===== config.mk =====
export PLATFORM = sky130hd
export DESIGN_NAME = rob_commit_flat
export DESIGN_NICKNAME = d
export VERILOG_FILES = /design/src/rtl/rob_commit_if.sv /design/src/rtl/rob_commit.sv /design/src/flat_wrapper.sv
export SDC_FILE = /design/constraint.sdc
export NUM_CORES = 1
export LEC_CHECK = 0
export ABC_CLOCK_PERIOD_IN_PS = 4900
export CORE_ASPECT_RATIO = 0.6
export CORE_UTILIZATION = 50
export DETAILED_ROUTE_END_ITERATION = 12
export GPL_TIMING_DRIVEN = 0
export PLACE_DENSITY_LB_ADDON = 0.2
export SYNTH_ARGS = -nofsm -noshare
export SYNTH_HDL_FRONTEND = slang
export SYNTH_SLANG_ARGS = --single-unit

===== constraint.sdc =====
create_clock -name clk -period 4.9 [get_ports clk]
set_input_delay 0.98 -clock clk [delete_from_list [all_inputs] [get_ports clk]]
set_output_delay 0.98 -clock clk [all_outputs]
set_load 0.05 [all_outputs]

===== src/rtl/rob_commit_if.sv =====
// Dispatch / completion / retirement bundle for the reorder buffer.
// master: the surrounding pipeline (rename, execute, retire consumer).
// slave: the ROB itself.
// Optional macro ROB_FLUSH_EN adds the flush request.
interface rob_commit_if #(
  parameter int unsigned TAG_W  = 4,
  parameter int unsigned AREG_W = 5,
  parameter int unsigned PREG_W = 6,
  parameter int unsigned PC_W   = 12
) ();

`ifdef ROB_FLUSH_EN
  logic              flush;
`endif

  // Allocation from rename/dispatch
  logic              alloc_valid;
  logic              alloc_ready;
  logic              alloc_has_dest;
  logic [AREG_W-1:0] alloc_areg;
  logic [PREG_W-1:0] alloc_preg;
  logic [PREG_W-1:0] alloc_old_preg;
  logic [PC_W-1:0]   alloc_pc;
  logic [TAG_W-1:0]  alloc_tag;

  // Completion ports from execute
  logic              cmp0_valid;
  logic [TAG_W-1:0]  cmp0_tag;
  logic              cmp1_valid;
  logic [TAG_W-1:0]  cmp1_tag;

  // In-order retirement
  logic              commit_ready;
  logic              commit_valid;
  logic              commit_has_dest;
  logic [AREG_W-1:0] commit_areg;
  logic [PREG_W-1:0] commit_preg;
  logic [PREG_W-1:0] commit_old_preg;
  logic [PC_W-1:0]   commit_pc;

  logic [TAG_W:0]    count;

  modport master (
`ifdef ROB_FLUSH_EN
    output flush,
`endif
    output alloc_valid, alloc_has_dest, alloc_areg, alloc_preg, alloc_old_preg, alloc_pc,
    input  alloc_ready, alloc_tag,
    output cmp0_valid, cmp0_tag, cmp1_valid, cmp1_tag,
    output commit_ready,
    input  commit_valid, commit_has_dest, commit_areg, commit_preg, commit_old_preg,
    input  commit_pc, count
  );

  modport slave (
`ifdef ROB_FLUSH_EN
    input  flush,
`endif
    input  alloc_valid, alloc_has_dest, alloc_areg, alloc_preg, alloc_old_preg, alloc_pc,
    output alloc_ready, alloc_tag,
    input  cmp0_valid, cmp0_tag, cmp1_valid, cmp1_tag,
    input  commit_ready,
    output commit_valid, commit_has_dest, commit_areg, commit_preg, commit_old_preg,
    output commit_pc, count
  );

endinterface


===== src/rtl/rob_commit.sv =====
// Reorder buffer: in-order allocate at tail, out-of-order completion on two
// ports, in-order retirement at head feeding architectural state and the
// physical-register free list.
// Optional macro ROB_FLUSH_EN: adds a synchronous flush that empties the ROB.
module rob_commit #(
  parameter int unsigned DEPTH  = 16,
  parameter int unsigned TAG_W  = 4,
  parameter int unsigned AREG_W = 5,
  parameter int unsigned PREG_W = 6,
  parameter int unsigned PC_W   = 12
) (
  input  logic        clk,
  input  logic        rst,
  rob_commit_if.slave io_rob
);

  localparam logic [TAG_W:0] FULL_CNT = (TAG_W+1)'(DEPTH);

  // Pointers carry an extra wrap bit so full and empty are distinguishable.
  logic [TAG_W:0]    r_head;
  logic [TAG_W:0]    r_tail;
  logic [TAG_W:0]    r_count;

  logic [DEPTH-1:0]  r_valid;
  logic [DEPTH-1:0]  r_done;
  logic [DEPTH-1:0]  r_has_dest;
  logic [AREG_W-1:0] r_areg     [DEPTH];
  logic [PREG_W-1:0] r_preg     [DEPTH];
  logic [PREG_W-1:0] r_old_preg [DEPTH];
  logic [PC_W-1:0]   r_pc       [DEPTH];

  logic [TAG_W-1:0]  w_head_idx;
  logic [TAG_W-1:0]  w_tail_idx;
  logic              w_empty;
  logic              w_full;
  logic              w_flush;
  logic              w_alloc_ready;
  logic              w_alloc_fire;
  logic              w_commit_valid;
  logic              w_retire;

`ifdef ROB_FLUSH_EN
  assign w_flush = io_rob.flush;
`else
  assign w_flush = 1'b0;
`endif

  assign w_head_idx = r_head[TAG_W-1:0];
  assign w_tail_idx = r_tail[TAG_W-1:0];
  assign w_empty    = (r_head == r_tail);
  // Readiness comes from registered occupancy only: a retire in the same
  // cycle does not free a slot for allocation until the next cycle.
  assign w_full     = (r_count == FULL_CNT);

  assign w_alloc_ready  = !w_full && !w_flush;
  assign w_alloc_fire   = io_rob.alloc_valid && w_alloc_ready;
  assign w_commit_valid = !w_empty && r_done[w_head_idx] && !w_flush;
  assign w_retire       = w_commit_valid && io_rob.commit_ready;

  assign io_rob.alloc_ready  = w_alloc_ready;
  assign io_rob.alloc_tag    = w_tail_idx;
  assign io_rob.commit_valid = w_commit_valid;
  assign io_rob.count        = r_count;

  // Head entry presented to the retire consumer, zeroed when not retirable.
  always_comb begin
    io_rob.commit_has_dest = 1'b0;
    io_rob.commit_areg     = '0;
    io_rob.commit_preg     = '0;
    io_rob.commit_old_preg = '0;
    io_rob.commit_pc       = '0;
    if (w_commit_valid) begin
      io_rob.commit_has_dest = r_has_dest[w_head_idx];
      io_rob.commit_areg     = r_areg[w_head_idx];
      io_rob.commit_preg     = r_preg[w_head_idx];
      io_rob.commit_old_preg = r_old_preg[w_head_idx];
      io_rob.commit_pc       = r_pc[w_head_idx];
    end
  end

  // Head/tail pointers and occupancy count.
  always_ff @(posedge clk or posedge rst) begin
    if (rst) begin
      r_head  <= '0;
      r_tail  <= '0;
      r_count <= '0;
    end else if (w_flush) begin
      r_head  <= '0;
      r_tail  <= '0;
      r_count <= '0;
    end else begin
      if (w_alloc_fire) begin
        r_tail <= r_tail + 1'b1;
      end
      if (w_retire) begin
        r_head <= r_head + 1'b1;
      end
      unique case ({w_alloc_fire, w_retire})
        2'b10:   r_count <= r_count + 1'b1;
        2'b01:   r_count <= r_count - 1'b1;
        default: r_count <= r_count;
      endcase
    end
  end

  // Per-entry valid/done flags. Later assignments take priority: retire
  // clears the head, and allocation overrides any stray completion of the
  // tail slot so a fresh entry always starts not-done.
  always_ff @(posedge clk or posedge rst) begin
    if (rst) begin
      r_valid <= '0;
      r_done  <= '0;
    end else if (w_flush) begin
      r_valid <= '0;
      r_done  <= '0;
    end else begin
      if (io_rob.cmp0_valid && r_valid[io_rob.cmp0_tag]) begin
        r_done[io_rob.cmp0_tag] <= 1'b1;
      end
      if (io_rob.cmp1_valid && r_valid[io_rob.cmp1_tag]) begin
        r_done[io_rob.cmp1_tag] <= 1'b1;
      end
      if (w_retire) begin
        r_valid[w_head_idx] <= 1'b0;
        r_done[w_head_idx]  <= 1'b0;
      end
      if (w_alloc_fire) begin
        r_valid[w_tail_idx] <= 1'b1;
        r_done[w_tail_idx]  <= 1'b0;
      end
    end
  end

  // Entry payload; only observed through valid entries, so no reset needed.
  always_ff @(posedge clk) begin
    if (w_alloc_fire) begin
      r_has_dest[w_tail_idx] <= io_rob.alloc_has_dest;
      r_areg[w_tail_idx]     <= io_rob.alloc_areg;
      r_preg[w_tail_idx]     <= io_rob.alloc_preg;
      r_old_preg[w_tail_idx] <= io_rob.alloc_old_preg;
      r_pc[w_tail_idx]       <= io_rob.alloc_pc;
    end
  end

  // Occupancy stays within the ring and agrees with the pointer distance.
  a_count_bound : assert property (@(posedge clk) disable iff (rst) r_count <= FULL_CNT);
  a_count_ptrs  : assert property (@(posedge clk) disable iff (rst)
                                   r_count == (r_tail - r_head));

endmodule


===== src/flat_wrapper.sv =====
// flat-port wrapper written by rule: the top's interface ports become plain ports
module rob_commit_flat 
#(
  parameter int unsigned DEPTH  = 16,
  parameter int unsigned TAG_W  = 4,
  parameter int unsigned AREG_W = 5,
  parameter int unsigned PREG_W = 6,
  parameter int unsigned PC_W   = 12
)
  (clk, rst, io_rob_alloc_valid, io_rob_alloc_has_dest, io_rob_alloc_areg, io_rob_alloc_preg, io_rob_alloc_old_preg, io_rob_alloc_pc, io_rob_alloc_ready, io_rob_alloc_tag, io_rob_cmp0_valid, io_rob_cmp0_tag, io_rob_cmp1_valid, io_rob_cmp1_tag, io_rob_commit_ready, io_rob_commit_valid, io_rob_commit_has_dest, io_rob_commit_areg, io_rob_commit_preg, io_rob_commit_old_preg, io_rob_commit_pc, io_rob_count);
  rob_commit_if #(.TAG_W(TAG_W), .AREG_W(AREG_W), .PREG_W(PREG_W), .PC_W(PC_W)) io_rob_i ();
  input  logic clk;
  input  logic rst;
  input wire logic [$bits(io_rob_i.alloc_valid)-1:0] io_rob_alloc_valid;
  input wire logic [$bits(io_rob_i.alloc_has_dest)-1:0] io_rob_alloc_has_dest;
  input wire logic [$bits(io_rob_i.alloc_areg)-1:0] io_rob_alloc_areg;
  input wire logic [$bits(io_rob_i.alloc_preg)-1:0] io_rob_alloc_preg;
  input wire logic [$bits(io_rob_i.alloc_old_preg)-1:0] io_rob_alloc_old_preg;
  input wire logic [$bits(io_rob_i.alloc_pc)-1:0] io_rob_alloc_pc;
  output wire logic [$bits(io_rob_i.alloc_ready)-1:0] io_rob_alloc_ready;
  output wire logic [$bits(io_rob_i.alloc_tag)-1:0] io_rob_alloc_tag;
  input wire logic [$bits(io_rob_i.cmp0_valid)-1:0] io_rob_cmp0_valid;
  input wire logic [$bits(io_rob_i.cmp0_tag)-1:0] io_rob_cmp0_tag;
  input wire logic [$bits(io_rob_i.cmp1_valid)-1:0] io_rob_cmp1_valid;
  input wire logic [$bits(io_rob_i.cmp1_tag)-1:0] io_rob_cmp1_tag;
  input wire logic [$bits(io_rob_i.commit_ready)-1:0] io_rob_commit_ready;
  output wire logic [$bits(io_rob_i.commit_valid)-1:0] io_rob_commit_valid;
  output wire logic [$bits(io_rob_i.commit_has_dest)-1:0] io_rob_commit_has_dest;
  output wire logic [$bits(io_rob_i.commit_areg)-1:0] io_rob_commit_areg;
  output wire logic [$bits(io_rob_i.commit_preg)-1:0] io_rob_commit_preg;
  output wire logic [$bits(io_rob_i.commit_old_preg)-1:0] io_rob_commit_old_preg;
  output wire logic [$bits(io_rob_i.commit_pc)-1:0] io_rob_commit_pc;
  output wire logic [$bits(io_rob_i.count)-1:0] io_rob_count;
  assign io_rob_i.alloc_valid = io_rob_alloc_valid;
  assign io_rob_i.alloc_has_dest = io_rob_alloc_has_dest;
  assign io_rob_i.alloc_areg = io_rob_alloc_areg;
  assign io_rob_i.alloc_preg = io_rob_alloc_preg;
  assign io_rob_i.alloc_old_preg = io_rob_alloc_old_preg;
  assign io_rob_i.alloc_pc = io_rob_alloc_pc;
  assign io_rob_alloc_ready = io_rob_i.alloc_ready;
  assign io_rob_alloc_tag = io_rob_i.alloc_tag;
  assign io_rob_i.cmp0_valid = io_rob_cmp0_valid;
  assign io_rob_i.cmp0_tag = io_rob_cmp0_tag;
  assign io_rob_i.cmp1_valid = io_rob_cmp1_valid;
  assign io_rob_i.cmp1_tag = io_rob_cmp1_tag;
  assign io_rob_i.commit_ready = io_rob_commit_ready;
  assign io_rob_commit_valid = io_rob_i.commit_valid;
  assign io_rob_commit_has_dest = io_rob_i.commit_has_dest;
  assign io_rob_commit_areg = io_rob_i.commit_areg;
  assign io_rob_commit_preg = io_rob_i.commit_preg;
  assign io_rob_commit_old_preg = io_rob_i.commit_old_preg;
  assign io_rob_commit_pc = io_rob_i.commit_pc;
  assign io_rob_count = io_rob_i.count;
  rob_commit #(.DEPTH(DEPTH), .TAG_W(TAG_W), .AREG_W(AREG_W), .PREG_W(PREG_W), .PC_W(PC_W)) u_core (.clk(clk), .rst(rst), .io_rob(io_rob_i));
endmodule

==> flow_metrics.py <==
metrics = {
    "route": {
        "drcViolationCount": 0,
        "drt-wirelength-per-cell_um": 27.2,
        "vias": 10500,
        "totalWireLength_um": 48000,
        "drt_iter0_markers": 1084,
        "final_antenna_net_count": 0,
        "viasPerCell": 5.97,
        "drtPass1Iterations": 5,
    },
    "pwr": {
        "peakVddDrop_uv": 423,
        "leakage_nw": 8.02,
        "power_density_nw_per_um2": 633,
    },
    "global_route": {
        "antenna_found_initial": 1,
        "grt.overflow.total": 0,
        "track_usage": 0.226,
        "grt_pass1_wl_um": 71600,
        "grt_max_degree": 25,
        "grt_pass1_vias": 10700,
    },
    "die": {
        "core-area_um2": 42100,
        "io_pins": 85,
        "rows": 58,
        "die-area_um2": 43800,
        "dieWidth_um": 269,
        "die_h_um": 162,
        "initial_core_util": 0.510,
    },
    "worst_setup_path": {
        "worstReg2RegStart": "u_core.r_head[0]",
        "rr_worst_depth": 14,
        "r2r-end": "u_core.io_rob.count[4]",
        "crit_required_ps": 3920,
        "cp-start-kind": "flop",
        "r2r_slack_ps": 1320,
        "critPathMaxFanout": 10,
        "cp-end-kind": "output port",
        "critPathArrivalTime_ps": 3690,
        "path_class": "reg2out",
    },
    "placed_design": {
        "place_area_um2": 23600,
        "gp_congestion": 0.863,
        "hpwl_um": 30900,
        "io_buffers": 82,
    },
    "yosys": {
        "synth_area_leader_cell": "edfxtp_1",
        "ys_async_sr_fraction": 0.0892,
        "synthFlopType": "edfxtp_1",
        "yosysWarningCount": 0,
        "synth.area.top_cells": "edfxtp_1 (67%), mux4_2 (17%), dfrtp_1 (5.5%), nor2b_4 (1.9%), nor2_1 (0.77%)",
        "synth_cell_type_count": 55,
        "synth_top_cell_area_share": 0.672,
        "synth_area_per_cell_um2": 21.3,
        "synthCells": 1006,
        "syn-cell-area_um2": 21500,
        "seq_area_frac_synth": 0.727,
        "synth_edf_count": 480,
        "syn_nets": 1062,
        "yosys_register_bits": 527,
    },
    "clock_network": {
        "clk_latency_ps": 560,
        "cts_hold_buf": 0,
        "cts_buffers": 45,
        "cts_max_level": 2,
        "clkTransAtPathRegs_ps": 70,
        "cts_setup_buffers": 0,
        "clockBufferDepth": 3,
        "root_buffer": "clkbuf_16",
        "cts_sinks": 527,
        "cts_tree": "done",
    },
    "sta": {
        "finalHoldViolCount": 0,
        "setup_violations": 0,
        "hold_ws_ps": 494,
        "worst_pin_slew_ps": 1080,
        "period_minus_slack_ps": 4670,
        "finalSetupTns_ps": 0,
        "finalMaxSlewViolations": 0,
        "min_period_over_period": 0.953,
        "fin_skew_ps": 15.1,
        "max_freq_mhz": 214,
        "rsz0062_at_grt": "false",
        "relSlewSlack": 0.281,
    },
    "job": {
        "maxCapViolations": 0,
    },
    "hold_path": {
        "min_from": "u_core.r_tail[4]",
        "holdPathStages": 1,
        "min_to": "u_core.r_tail[4]",
        "hold_path.class": "reg2reg",
    },
    "layout": {
        "drive_gt1_frac": 0.281,
        "fin_nets": 1217,
        "synthToLayoutAreaGrowth_pct": 15.9,
        "antennaDiodeCount": 0,
        "design_area_um2": 24900,
    },
    "run_status": {
        "outcome": "complete, no violations",
    },
}
[cells in the mapped netlist, types with 3 or more instances]
cell type and count:
ha_1 12, a22o_1 3, o21ai_0 30, nand2b_1 7, mux2_4 3, inv_1 9, xnor2_1 11, xor2_1 7
nor3_1 17, mux4_2 161, dfrtp_1 47, buf_6 7, mux2_2 4, nor2_1 44, nor2b_4 29, clkbuf_1 27
nand2_1 19, a311oi_1 6, buf_4 4, buf_2 9, edfxtp_1 480, o22ai_1 8, nor2b_1 10, buf_12 4
nand3_1 4, nand3b_1 3
[power by group]
| part | internal (W) | switching, W |
|---|---|---|
| sequential | 0.00550 | 0.000248 |
| combinational | 0.00295 | 0.00377 |
| clock | 0.00174 | 0.00154 |
[final cells by class]
| class | count | area, um2 |
|---|---|---|
| Fill cell | 3027 | 17200 |
| Sequential cell | 527 | 15600 |
| Multi-Input combinational cell | 415 | 5580 |
| Timing Repair Buffer | 108 | 1270 |
| Clock buffer | 63 | 1220 |
| Tap cell | 570 | 713 |
| Buffer | 54 | 373 |
| Clock inverter | 17 | 85.1 |
| Inverter | 10 | 37.5 |
[worst max-delay path, cell delays in order (launching register included)]
cell,delay (ps)
dfrtp_1,380
clkbuf_1,250
clkbuf_2,320
clkbuf_2,420
mux4_2,390
mux4_2,510
nor2b_4,160
clkdlybuf4s50_1,700
[worst max path at each step]
| stage | start | end | slack [ps] | depth (start not counted) |
|---|---|---|---|---|
| after floorplan | u_core.io_rob.count[1] | u_core.r_areg[0][0] | 760 | 5 |
| after global placement | io_rob_alloc_valid | u_core.r_done[2] | -2750 | 5 |
| after detailed placement | u_core.r_head[1] | io_rob_commit_pc[0] | 300 | 7 |
| after CTS | u_core.r_head[1] | io_rob_commit_areg[4] | -230 | 7 |
| after global routing | u_core.r_head[1] | io_rob_commit_old_preg[1] | 110 | 7 |
| final | u_core.r_head[1] | io_rob_commit_areg[4] | 230 | 7 |
[cells in the final DEF, fill, tap and decap left out, types with 8 or more instances in the layout]
cell,Yosys,final
clkbuf_2,0,12
ha_1,12,12
nor2b_4,29,29
clkbuf_16,0,46
nor2_4,0,12
mux4_2,161,161
buf_2,9,9
dfrtp_1,47,47
nor2b_1,10,10
o22ai_1,8,8
buf_6,7,17
nor2_1,44,32
clkinv_1,0,11
nand2_1,19,19
nor3_1,17,14
xnor2_1,11,11
clkbuf_1,27,31
buf_12,4,14
clkdlybuf4s50_1,0,82
o21ai_0,30,30
edfxtp_1,480,480
[stage by stage]
stage | instances | total power, W | setup slack, ps | util
3_3_place_gp | 1658 | 0.0124 | -2750 | 0.546
4_1_cts | 1764 | 0.0159 | -226 | 0.591
3_5_place_dp | 1684 | 0.0126 | 303 | 0.560
6_report | 1764 | 0.0158 | 233 | 0.591
5_1_grt | 1764 | 0.0164 | 115 | 0.591
2_1_floorplan | 1006 | 0.0105 | 763 | -
[registers in the layout, summed over array words and instances, names as in the netlist]
| signal | cells |
|---|---|
| u_core.r_preg | 96 |
| u_core.r_pc | 192 |
| u_core.r_tail | 5 |
| u_core.r_valid | 16 |
| u_core.io_rob.count | 5 |
| u_core.r_old_preg | 96 |
| u_core.r_areg | 80 |
| u_core.r_has_dest | 16 |
| u_core.r_head | 5 |
| u_core.r_done | 16 |
[kinds of logic after synthesis]
family | after synthesis | synth area share
flip-flops | 527 | 0.727
multiplexers | 170 | 0.175
AND/OR/NAND/NOR | 149 | 0.0462
AO/OA/AOI/OAI | 66 | 0.0198
buffers and inverters | 64 | 0.0184
XOR/XNOR | 18 | 0.00735
adder cells (fa/ha/maj) | 12 | 0.00700
[routing by layer]
layer  vias up  part of all wire  track usage
met5         -           0.00025            0
met4         2             0.015       0.0449
met3        67             0.070       0.0425
met2       385              0.44        0.332
met1      5619              0.47        0.356
li1       4463                 -            -
[timing repair]
action | CTS | global route
gates resized for setup | 6 | 13
hold endpoints to repair | 0 | 0
setup endpoints to repair | 30 | 30
Power figures use the tool's default switching activity.
